==> src/rtl/rf_2r1w.sv <==
// Parametrised 2-read/1-write register file with registered reads, read-valid flags and
// out-of-range error reporting. Define RF_BYPASS_EN for write-first same-address reads.
module rf_2r1w #(
    parameter int DATA_W    = 8,
    parameter int DEPTH     = 8,
    parameter int ADDR_W    = $clog2(DEPTH),
    parameter int ERR_CNT_W = 4
) (
    input  logic                 clk,
    input  logic                 resetn,
    input  logic                 wr,
    input  logic [ADDR_W-1:0]    waddr,
    input  logic [DATA_W-1:0]    din,
    input  logic                 rd0,
    input  logic [ADDR_W-1:0]    raddr0,
    output logic [DATA_W-1:0]    dout0,
    output logic                 rvalid0,
    input  logic                 rd1,
    input  logic [ADDR_W-1:0]    raddr1,
    output logic [DATA_W-1:0]    dout1,
    output logic                 rvalid1,
    output logic                 error,
    output logic [ERR_CNT_W-1:0] err_cnt
);

    // One extra bit so the bound compares cleanly even when DEPTH is a power of two.
    localparam logic [ADDR_W:0] DEPTH_C = (ADDR_W + 1)'(DEPTH);

    logic [DATA_W-1:0]    mem_q [DEPTH];
    logic [DATA_W-1:0]    mem_d [DEPTH];
    logic [DATA_W-1:0]    dout0_q, dout0_d;
    logic [DATA_W-1:0]    dout1_q, dout1_d;
    logic                 rvalid0_q, rvalid0_d;
    logic                 rvalid1_q, rvalid1_d;
    logic                 error_q, error_d;
    logic [ERR_CNT_W-1:0] err_cnt_q, err_cnt_d;

    logic w_in, r0_in, r1_in;
    logic w_ok, r0_ok, r1_ok;
    logic byp0, byp1;
    logic oor;

    always_comb begin
        w_in  = {1'b0, waddr}  < DEPTH_C;
        r0_in = {1'b0, raddr0} < DEPTH_C;
        r1_in = {1'b0, raddr1} < DEPTH_C;
        w_ok  = wr  && w_in;
        r0_ok = rd0 && r0_in;
        r1_ok = rd1 && r1_in;
        oor   = (wr && !w_in) || (rd0 && !r0_in) || (rd1 && !r1_in);
    end

`ifdef RF_BYPASS_EN
    assign byp0 = w_ok && (waddr == raddr0);
    assign byp1 = w_ok && (waddr == raddr1);
`else
    assign byp0 = 1'b0;
    assign byp1 = 1'b0;
`endif

    // NOTE: every variable gets a default at the top of always_comb so no path leaves it unassigned (no latch).
    always_comb begin
        mem_d     = mem_q;
        dout0_d   = '0;
        rvalid0_d = 1'b0;
        dout1_d   = '0;
        rvalid1_d = 1'b0;
        error_d   = oor;
        err_cnt_d = err_cnt_q;

        if (w_ok) begin
            mem_d[waddr] = din;
        end
        if (r0_ok) begin
            dout0_d   = byp0 ? din : mem_q[raddr0];
            rvalid0_d = 1'b1;
        end
        if (r1_ok) begin
            dout1_d   = byp1 ? din : mem_q[raddr1];
            rvalid1_d = 1'b1;
        end
        if (oor && (err_cnt_q != '1)) begin
            err_cnt_d = err_cnt_q + 1'b1;
        end
    end

    // NOTE: the storage array is reset too, because a cleared file is part of the visible contract.
    // NOTE: sequential state uses non-blocking assignments so all flops sample pre-edge values.
    always_ff @(posedge clk) begin
        if (!resetn) begin
            for (int i = 0; i < DEPTH; i++) begin
                mem_q[i] <= '0;
            end
            dout0_q   <= '0;
            dout1_q   <= '0;
            rvalid0_q <= 1'b0;
            rvalid1_q <= 1'b0;
            error_q   <= 1'b0;
            err_cnt_q <= '0;
        end else begin
            mem_q     <= mem_d;
            dout0_q   <= dout0_d;
            dout1_q   <= dout1_d;
            rvalid0_q <= rvalid0_d;
            rvalid1_q <= rvalid1_d;
            error_q   <= error_d;
            err_cnt_q <= err_cnt_d;
        end
    end

    assign dout0   = dout0_q;
    assign dout1   = dout1_q;
    assign rvalid0 = rvalid0_q;
    assign rvalid1 = rvalid1_q;
    assign error   = error_q;
    assign err_cnt = err_cnt_q;

endmodule

==> config.mk <==
export PLATFORM = sky130hd
export DESIGN_NAME = rf_2r1w
export DESIGN_NICKNAME = d
export VERILOG_FILES = /design/src/rtl/rf_2r1w.sv
export SDC_FILE = /design/constraint.sdc
export NUM_CORES = 1
export LEC_CHECK = 0
export ABC_AREA = 1
export BUFFER_PORTS_ARGS = -buffer_cell sky130_fd_sc_hd__buf_2
export CAP_MARGIN = 20
export CORE_AREA = 3 3 87 89
export CTS_CLUSTER_DIAMETER = 60
export DETAILED_ROUTE_END_ITERATION = 7
export DIE_AREA = 0 0 90 92
export PLACE_DENSITY = 0.82
export SLEW_MARGIN = 25
export SYNTH_ARGS = -nofsm -noshare
export SYNTH_HDL_FRONTEND = slang
export SYNTH_SLANG_ARGS = --single-unit
==> constraint.sdc <==
create_clock -name clk -period 1.3 [get_ports clk]
set_input_delay 0.195 -clock clk [delete_from_list [all_inputs] [get_ports clk]]
set_output_delay 0.195 -clock clk [all_outputs]
set_load 0.01 [all_outputs]
# [Word-level counts from Yosys, hierarchy flattened]
# Cells that the tools add are included.
[word_totals] rom_bits=0 ram_bits=0 n_memories=0 latch_bits=0 elab_cells=33 out_inout_bits=23 regBits=82
[op_classes] n_addsub=0 order_cmp=4 n_reduce_logical=3 shifts=0 div=0 n_bitwise=3 muxes=11 n_mul=0 n_eq_ne=0
[op_table] operator="$bwmux W64" n=1
[op_table] operator="$bmux W8 S3" n=2
[op_table] operator="$mux W8" n=5
[op_table] operator="$demux W8 S3" n=1
[op_table] operator="$ge A4 B4 Y1 const B" n=3
[op_table] operator="$not A3 Y4" n=3
[op_table] operator="$lt A4 B1 Y1 const B" n=1
[op_table] operator="$reduce_and A2 Y1" n=2
[op_table] operator="$mux W1" n=2
[op_table] operator="$logic_and A1 B1 Y1" n=1

# [Logic depth before layout (Yosys ltp)]
# Gate-level depths: netlist of run 1.
[depth] ltp_word=6 ltp_mapped=8 mapped_depth_nobuf=6

# [Least setup slack after synthesis of run 1]
# OpenSTA, ideal clock, no wires.
[synth_path] path_kind="input to register" from="input raddr0[0]" to="register dout0_q[5], in the netlist dout0[5]" path_buffers=2 slack_ns=0.366 arrival_time_ns=0.822 stages=8 cell_sequence="buf_4 -> inv_2 -> buf_4 -> nand2_1 -> nand3_1 -> nand2_1 -> nor2_1 -> nor2_1"
[synth_between] elab_chain_len=4
[synth_rtl] element="start: declaration" line_no="15" rtl="input logic [ADDR_W-1:0] raddr0,"
[synth_rtl] element="$not A3 Y4 (implied by the code)" line_no="75" rtl="dout0_d = byp0 ? din : mem_q[raddr0];"
[synth_rtl] element="$bmux W8 S3" line_no="75"
[synth_rtl] element="$mux W8 (implied by the code) (2 in series)" line_no="75"
[synth_rtl] element="end signal: assignment" line_no="102" rtl="dout0_q <= dout0_d;"
[synth_rtl] element="end: declaration" line_no="31" rtl="logic [DATA_W-1:0] dout0_q, dout0_d;"
# No other way between the ends. The select of a mux whose other input is x is not followed.
# A chain may end at the register's enable or synchronous reset.

# [Worst setup path in the final report of run 1]
[layout_path] from="register dout0_q[2], in the netlist dout0[2]" to="output dout0[2]"
[layout_lines] element="end: declaration" line_no="16" rtl="output logic [DATA_W-1:0] dout0,"
# No word-level cell between the ends.

==> results.py, run 1 <==
metrics = {
    "detailed_routing": {
        "routed_wl_um": 11400,
        "antenna_left": 0,
        "drt_iter0_drc": 509,
        "first_pass_iters": 6,
        "viasPerCell": 5.606,
        "post-route-drc-count": 0,
        "vias": 4171,
        "wl_per_cell_um": 15.33,
    },
    "place": {
        "placed_cells": 728,
        "io_buffers": 39,
        "post-dp-hpwl_um": 7280,
        "gp_congestion": 0.8644,
        "postPlaceCellArea_um2": 4268,
    },
    "floorplan": {
        "dieArea_um2": 8280,
        "die_h_um": 92,
        "rows": 30,
        "core_area_um2": 6832,
        "pin_count": 45,
        "die_w_um": 90,
        "start_util_pct": 60.09,
    },
    "cts": {
        "clkLatencyLatePin_ns": 0.36,
        "ctsHoldBuffers": 0,
        "htree_levels": 3,
        "clkSinkCount": 82,
        "cts_buffer_depth": 2,
        "cts_made_buffers": 9,
        "post_cts_buffers": 0,
        "ctsResizeCount": 0,
        "ctsRootBufferMaster": "clkbuf_8",
        "clk_pin_slew_ns": 0.08,
        "cts_tree": "done",
    },
    "critical_path": {
        "cp-startpoint": "dout0[2]",
        "crit_path_max_incr_delay_ns": 0.35,
        "cp-start-kind": "register",
        "cp_num_buf_inv": 1,
        "slowest_stage": "dfxtp_1",
        "cp_top_family": "flip-flops",
        "critPathArrivalTime_ns": 0.85,
        "crit_chain": "buf_2",
        "crit_type": "reg2out",
        "worstPathRequired_ns": 1.11,
        "worstPathMaxFanout": 1,
        "r2r_start": "mem_q[47]",
        "end_kind": "primary output",
    },
    "finish": {
        "nNetsFinal": 665,
        "drive_gt1_share_pct": 13.58,
        "n_antenna_cell": 0,
        "final_cells": 744,
        "syn_to_final_growth_pct": 8.930,
        "final_area_um2": 4472,
        "final_util_pct": 65.46,
    },
    "yosys": {
        "synth_seq_cells": 82,
        "avgSynthCellArea_um2": 6.643,
        "synth_top_area_cell": "dfxtp_1",
        "ys_warn_count": 0,
        "synth_top_area_share_pct": 39.99,
        "synth.distinct_cells": 20,
        "synthTopCellsByArea": "dfxtp_1, nand2_1, nand3_1",
        "seq_area_frac_synth_pct": 39.99,
        "syn-cell-area_um2": 4105,
        "syn_inst": 618,
    },
    "grt": {
        "grt_overflow": 0,
        "grt_pass1_wl_um": 18140,
        "grtUsageTotal_pct": 27.34,
        "grt_pass1_vias": 3755,
        "antenna_found_initial": 0,
        "grt_max_degree": 39,
    },
    "sta": {
        "finalClockSkew_ns": 0.004206,
        "hold_viol_final": 0,
        "setup_violations": 0,
        "rsz0062_at_grt": "no",
        "max_freq_mhz": 957.9,
        "fin_crit_sh_pct": 80.30,
        "finalSetupTns_ns": 0,
        "finalMaxSlewViolations": 0,
        "layout_min_cycle_time_ns": 1.044,
    },
    "run_status": {
        "status": "finished clean",
    },
    "pwr": {
        "p_int_w": 0.003859,
        "pwr-share-clk_pct": 35.5,
        "power.density_nw_per_um2": 1196,
        "switchingPower_w": 0.001490,
        "p_leak_nw": 2.148,
        "pwr-share-comb_pct": 15.3,
        "seq_power_share_pct": 49.2,
        "power_w": 0.005349,
        "p_sw_share_pct": 27.86,
        "ir_drop_mv": 0.6786,
    },
    "min_path": {
        "hp-start": "rd1",
        "hold_path.class": "in2reg",
    },
    "job": {
        "maxCapViolCount": 0,
    },
}
[registers in the layout (all words and copies together), names as in the netlist]
| signal | cells |
|---|---|
| mem_q | 64 |
| rvalid0 | 1 |
| dout0 | 8 |
| rvalid1 | 1 |
| dout1 | 8 |
[logic make-up (layout without fill, tap and decap cells)]
| group | Yosys count | count (layout) | synth area share [%] |
|---|---|---|---|
| buf+inv | 119 | 145 | 14.66 |
| flops | 82 | 82 | 39.99 |
| other cells | 1 | 5 | 0.09135 |
| compound gates | 128 | 128 | 15.70 |
| simple gates | 288 | 288 | 29.56 |
[cell type report]
cell class                      instances  area, µm²
Clock inverter                          5      52.55
Tap cell                               96      120.1
Fill cell                             656       2360
Multi-Input combinational cell        421       1877
Inverter                               75      284.0
Clock buffer                           11      151.4
Timing Repair Buffer                   54      345.3
Sequential cell                        82       1642
[power by group through the flow]
stage	Sequential [W]	Combinational [W]	Clock (W)
floorplan	0.00270	0.000564	0
global placement	0.00269	0.000772	0
detailed placement	0.00269	0.000792	0
CTS	0.00263	0.000799	0.00192
global route	0.00264	0.000909	0.00201
finish	0.00263	0.000820	0.00190
[path summary, 6_finish.rpt]
| check | endpoint | slack [ns] | depth (start not counted) |
|---|---|---|---|
| setup / recovery | dout0[2] | 0.26 | 1 |
| hold / removal | rvalid1 | 0.15 | 4 |
| setup reg to reg | dout1[7] | 0.30 | 6 |
| hold reg to reg | mem_q[54] | 0.48 | 2 |
[cells in the final DEF (no fill, tap or decap), drive strengths merged]
master / n
clkinv: 7
conb: 5
nand2: 172
bufinv: 1
dfxtp: 82
nand3: 80
nor2: 36
clkbuf: 11
a21oi: 64
o21ai: 64
inv: 71
clkinvlp: 1
buf: 54
[synth_stat cells, drive strengths merged]
master / count
clkbuf: 3
nor2: 36
conb: 1
a21oi: 64
inv: 71
nand2: 172
nand3: 80
o21ai: 64
buf: 41
clkinv: 4
dfxtp: 82
[routing by layer]
metal	global-route usage, %	vias to the layer above	share of wire [%]
li1	-	2003	-
met1	36.85	1846	41
met2	42.63	295	44
met3	4.758	27	13
met4	13.01	0	2.1
met5	0	-	0
[metrics by stage]
stage | hold WS, ns | setup WS (ns)
2_1_floorplan | 0.3571 | 0.3655
3_3_place_gp | 0.4587 | 0.1626
3_5_place_dp | 0.4647 | 0.1141
4_1_cts | 0.1413 | 0.2518
5_1_grt | 0.1619 | 0.2284
6_report | 0.1471 | 0.2561
(Power assumes the default switching activity.)
==> inputs of run 2 (changes only) <==
Settings changed: CORE_AREA 3 3 87 89 to 3 3 89 91, DIE_AREA 0 0 90 92 to 0 0 92 94, PLACE_DENSITY 0.82 to 0.79.
Clock period 1.3 ns to 1 ns, I/O delays scaled along.
==> run 2 against run 1 <==
Compared with the run above: flip-flop and latch count unchanged; via count is 0.17% lower; sequential share of layout area shrank 0.61 points; worst hold slack improved by 0.012 ns; non-clock buffer count is 9 higher; critical path depth increased by 5; core utilization fell by 2.4 points; first-iteration DRC count shrank 30%; die area increased by 4.4%; register-to-register slack got worse by 0.26 ns; clock skew is 0.0078 ns higher; critical path type is now reg2reg.
==> results.py, run 2 (synthesis results as in run 1) <==
metrics = {
    "finish": {
        "largest_reg_flops": 64,
        "final_cells": 754,
        "regArea_um2": 1642,
        "largest_register": "mem_q",
        "multi_input_area_um2": 1879,
        "drive_gt1_share_pct": 14.50,
        "nFillCells": 683,
        "n_antenna_cell": 0,
        "layout_commonest_cell": "nand2_1",
        "syn_to_final_growth_pct": 10.76,
        "layout_common_cells": "nand2_1, dfxtp_1, nand3_1",
        "nNetsFinal": 674,
        "final_area_um2": 4547,
    },
    "floorplan": {
        "pin_count": 45,
        "rows": 31,
        "dieArea_um2": 8648,
        "die_h_um": 94,
        "core_area_um2": 7214,
        "start_util_pct": 56.90,
        "die_w_um": 92,
    },
    "detailed_routing": {
        "first_pass_iters": 5,
        "wl_per_cell_um": 14.95,
        "post-route-drc-count": 0,
        "routed_wl_um": 11270,
        "drt_iter0_drc": 356,
        "vias": 4164,
        "antenna_left": 0,
        "viasPerCell": 5.523,
    },
    "critical_path": {
        "worstPathRequired_ns": 1.26,
        "rrSetupSlack_ns": 0.04,
        "critPathArrivalTime_ns": 1.23,
        "worstReg2RegEnd": "dout1[0]",
        "critical_path_depth": 6,
        "cp-start-kind": "register",
        "cp_top_family": "simple AND/OR/NAND/NOR gates",
        "r2r_start": "mem_q[0]",
        "crit_path_max_incr_delay_ns": 0.31,
        "end_kind": "register",
        "crit_chain": "inv_1 > nand2_1 > nand3_1 > nand3_1 > nand2_1 > nor2_1",
        "worstPathMaxFanout": 3,
        "crit_type": "reg2reg",
        "cp-startpoint": "mem_q[0]",
        "cp_num_buf_inv": 1,
        "slowest_stage": "dfxtp_1",
        "rr_worst_depth": 6,
        "crit_path_end": "dout1[0]",
    },
    "cts": {
        "cts_made_buffers": 9,
        "htree_levels": 3,
        "clk_pin_slew_ns": 0.08,
        "clkLatencyLatePin_ns": 0.36,
        "cts_buffer_depth": 2,
        "ctsRootBufferMaster": "clkbuf_8",
        "cts_tree": "done",
        "clkSinkCount": 82,
    },
    "job": {
        "maxCapViolCount": 0,
    },
    "run_status": {
        "status": "finished clean",
    },
    "min_path": {
        "hold_path.class": "in2reg",
    },
    "grt": {
        "grtUsageTotal_pct": 27.08,
        "grt_busiest_layer": "met2",
        "grtUsageMet3_pct": 6.811,
        "grt.met2_usage_pct": 40.27,
        "grtUsageMet1_pct": 37.49,
        "grt_max_degree": 41,
        "antenna_found_initial": 0,
        "grt_pass1_wl_um": 18240,
        "grt_pass1_vias": 3669,
        "grt_overflow": 0,
    },
    "place": {
        "post-dp-hpwl_um": 7462,
        "postPlaceCellArea_um2": 4352,
        "gp_congestion": 0.8632,
        "io_buffers": 39,
        "placed_cells": 740,
    },
    "sta": {
        "layout_min_cycle_time_ns": 0.9648,
        "finalMaxSlewViolations": 0,
        "hold_slack_ns": 0.1595,
        "fin_crit_sh_pct": 96.48,
        "max_freq_mhz": 1037,
        "rsz0062_at_grt": "no",
        "hold_viol_final": 0,
        "finalClockSkew_ns": 0.01201,
        "finalSetupTns_ns": 0,
        "setup_violations": 0,
    },
    "pwr": {
        "ir_drop_mv": 0.8021,
        "p_leak_nw": 2.183,
        "power.density_nw_per_um2": 1525,
    },
}
## run 2: cell count changes in the layout (fill, tap and decap cells not counted)
| cell | delta |
|---|---|
| buf_12 | +1 |
| buf_4 | +8 |
| clkbuf_1 | +1 |
| clkinv_2 | -3 |
| nor2_1 | -1 |
| nor2_2 | +1 |
## run 2: worst register-to-register path, delay by kind of cell (launching register included)
family / cells / cell delay, ns
and+or+nand+nor: 5 / 0.50
DFF: 1 / 0.31
buffers and inverters: 1 / 0.06
## run 2: where the power goes
group | internal, W | leakage, nW | total, W | switching, W
registers | 0.00339 | 0.668 | 0.00342 | 0.0000289
logic | 0.000374 | 1.42 | 0.00109 | 0.000711
clock network | 0.00127 | 0.0946 | 0.00243 | 0.00117
total | 0.00503 | 2.18 | 0.00694 | 0.00191
## run 2: worst min-delay path by stage
stage              start  cells past startpoint        end
2_1_floorplan     din[5]                      2  mem_q[21]
3_3_place_gp   mem_q[57]                      2  mem_q[57]
3_5_place_dp   mem_q[21]                      2  mem_q[21]
4_1_cts              rd1                      4    rvalid1
5_1_grt           din[6]                      3  mem_q[38]
6_report             rd1                      4    rvalid1
## run 2: repair_timing
action                     4_1_cts  5_1_grt
hold buffers                     0        0
setup buffers                    0        0
setup endpoints to repair        0        1
resized for setup                0        1
## run 2: layer usage
| metal | wire length, µm | share of wire (%) |
|---|---|---|
| met1 | 4785 | 42 |
| met2 | 4890 | 43 |
| met3 | 1275 | 11 |
| met4 | 323 | 2.9 |
| met5 | 0 | 0 |
## run 2: layout make-up
cell class / count / area share [%]
clock buffers: 12 / 3.412
multi-input cells: 421 / 41.33
repair buffers: 63 / 9.356
inverters: 75 / 6.247
well taps: 99 / 2.724
clock inverters: 2 / 0.8255
flip-flops and latches: 82 / 36.10
## run 2: stage by stage
| stage | util, % | setup slack (ns) | power, W |
|---|---|---|---|
| after floorplan | - | 0.1105 | 0.004244 |
| after global placement | 60.32 | -0.1055 | 0.004525 |
| after detailed placement | 60.32 | -0.1267 | 0.004552 |
| after CTS | 62.99 | 0.02693 | 0.006932 |
| after global routing | 63.02 | 0.002612 | 0.007214 |
| final | 63.02 | 0.03521 | 0.006936 |
==> inputs of run 3 (changes only) <==
--- a/config.mk
+++ b/config.mk
@@ -15,3 +15,3 @@
 export PLACE_DENSITY = 0.79
-export SLEW_MARGIN = 25
+export SLEW_MARGIN = 15
 export SYNTH_ARGS = -nofsm -noshare
--- a/constraint.sdc
+++ b/constraint.sdc
@@ -3,2 +3,2 @@
 set_output_delay 0.15 -clock clk [all_outputs]
-set_load 0.01 [all_outputs]
+set_load 0.02 [all_outputs]
==> run 3 against run 2 <==
Compared with the run above: clock power about the same; count of clock-buffer cells in the layout unchanged; cell area up 0.74%; sequential power about the same; largest cell class unchanged; first-iteration DRC count down 12%; setup slack worse by 0.013 ns; largest power group unchanged; clock skew up 0.00089 ns; sequential share of layout area down 0.21 points; maximum frequency down 1.3%; total power up 0.83%.
==> results.py, run 3 (synthesis results as in run 1) <==
metrics = {
    "run_status": {
        "status": "finished clean",
    },
    "critical_path": {
        "worstPathMaxFanout": 1,
        "cp_top_family": "flip-flops",
        "critPathArrivalTime_ns": 0.83,
        "crit_chain": "buf_2",
        "cp-start-kind": "register",
        "cp_num_buf_inv": 1,
        "crit_path_max_incr_delay_ns": 0.32,
        "end_kind": "primary output",
        "crit_type": "reg2out",
        "worstPathRequired_ns": 0.85,
        "slowest_stage": "dfxtp_1",
    },
    "grt": {
        "grt_overflow": 0,
        "grt_max_degree": 41,
        "grtUsageTotal_pct": 27.08,
        "grt_pass1_wl_um": 18240,
        "antenna_found_initial": 0,
        "grt_pass1_vias": 3669,
    },
    "cts": {
        "cts_buffer_depth": 2,
        "ctsRootBufferMaster": "clkbuf_8",
        "clkLatencyLatePin_ns": 0.36,
        "post_cts_buffers": 0,
        "htree_levels": 3,
        "cts_tree": "done",
        "cts_made_buffers": 9,
        "ctsHoldBuffers": 0,
        "clk_pin_slew_ns": 0.08,
        "clkSinkCount": 82,
    },
    "finish": {
        "nNetsFinal": 674,
        "final_util_pct": 63.49,
        "layout_common_cells": "nand2_1, nand3_1, dfxtp_1",
        "final_cells": 754,
        "largest_reg_flops": 64,
        "largest_register": "mem_q",
        "layout_commonest_cell": "nand2_1",
        "n_antenna_cell": 0,
        "drive_gt1_share_pct": 14.81,
        "syn_to_final_growth_pct": 11.58,
        "final_area_um2": 4581,
    },
    "floorplan": {
        "rows": 31,
        "die_h_um": 94,
        "dieArea_um2": 8648,
        "start_util_pct": 56.90,
        "die_w_um": 92,
        "core_area_um2": 7214,
        "pin_count": 45,
    },
    "detailed_routing": {
        "antenna_left": 0,
        "routed_wl_um": 11320,
        "wl_per_cell_um": 15.01,
        "viasPerCell": 5.509,
        "vias": 4154,
        "drt_iter0_drc": 315,
        "first_pass_iters": 5,
        "post-route-drc-count": 0,
    },
    "sta": {
        "finalClockSkew_ns": 0.01290,
        "finalMaxSlewViolations": 0,
        "rsz0062_at_grt": "no",
        "fin_crit_sh_pct": 97.78,
        "hold_viol_final": 0,
        "layout_min_cycle_time_ns": 0.9778,
        "max_freq_mhz": 1023,
        "setup_violations": 0,
    },
    "pwr": {
        "ir_drop_mv": 0.8044,
        "power.density_nw_per_um2": 1527,
        "power_w": 0.006993,
        "p_leak_nw": 2.185,
    },
    "place": {
        "io_buffers": 39,
        "post-dp-hpwl_um": 7462,
        "postPlaceCellArea_um2": 4352,
        "gp_congestion": 0.8632,
        "placed_cells": 740,
    },
    "min_path": {
        "hold_path.class": "in2reg",
    },
    "job": {
        "maxCapViolCount": 0,
    },
}
[run 3: cell count changes in the layout (fill, tap and decap cells not counted)]
cell	previous run	this run
buf_6	0	1
buf_2	39	28
dfxtp_1	82	80
buf_4	20	30
dfxtp_2	0	2
[run 3: metal layers]
metal,part of all wire [%],GRT usage (%)
met1,43,37.49
met2,43,40.27
met3,12,6.811
met4,2.8,11.01
met5,0,0
[run 3: metrics by stage]
| stage | hold WS, ns | setup slack, ns | TNS, ns |
|---|---|---|---|
| after global routing | 0.1615 | 0.00009626 | 0 |
| after CTS | 0.1571 | 0.004190 | 0 |
| after detailed placement | 0.4653 | -0.1267 | -5.283 |
| final | 0.1598 | 0.02215 | 0 |
| after floorplan | 0.3121 | 0.1105 | 0 |
| after global placement | 0.4583 | -0.1055 | -3.519 |
[run 3: final timing paths]
check | start | endpoint | slack [ns] | cells after the start
setup reg to reg | mem_q[0] | dout1[0] | 0.03 | 6
hold / removal | rd1 | rvalid1 | 0.16 | 4
hold reg to reg | mem_q[60] | mem_q[60] | 0.48 | 2
setup / recovery | dout1[0] | dout1[0] | 0.02 | 1
[run 3: worst register-to-register path, stage by stage, from the launching register on]
cell and delay (ns):
dfxtp_1 0.31, inv_1 0.06, nand2_1 0.06, nand3_1 0.08, nand3_1 0.10, nand2_1 0.06, nor2_1 0.21
[run 3: repair_timing]
item | CTS | global route
resized for setup | 1 | 14
endpoints found under the setup margin | 1 | 11
endpoints found under the hold margin | 0 | 0
[run 3: where the power goes]
group | switching, W | internal (W)
Sequential | 0.0000305 | 0.00339
Clock | 0.00117 | 0.00127
Combinational | 0.000748 | 0.000387
Total | 0.00195 | 0.00504
[run 3: final cells by class]
class,count,area (µm²)
Clock inverter,2,37.54
Tap cell,99,123.9
Fill cell,677,2634
Sequential cell,82,1644
Clock buffer,12,155.1
Inverter,75,284.0
Timing Repair Buffer,63,456.7
Multi-Input combinational cell,421,1879
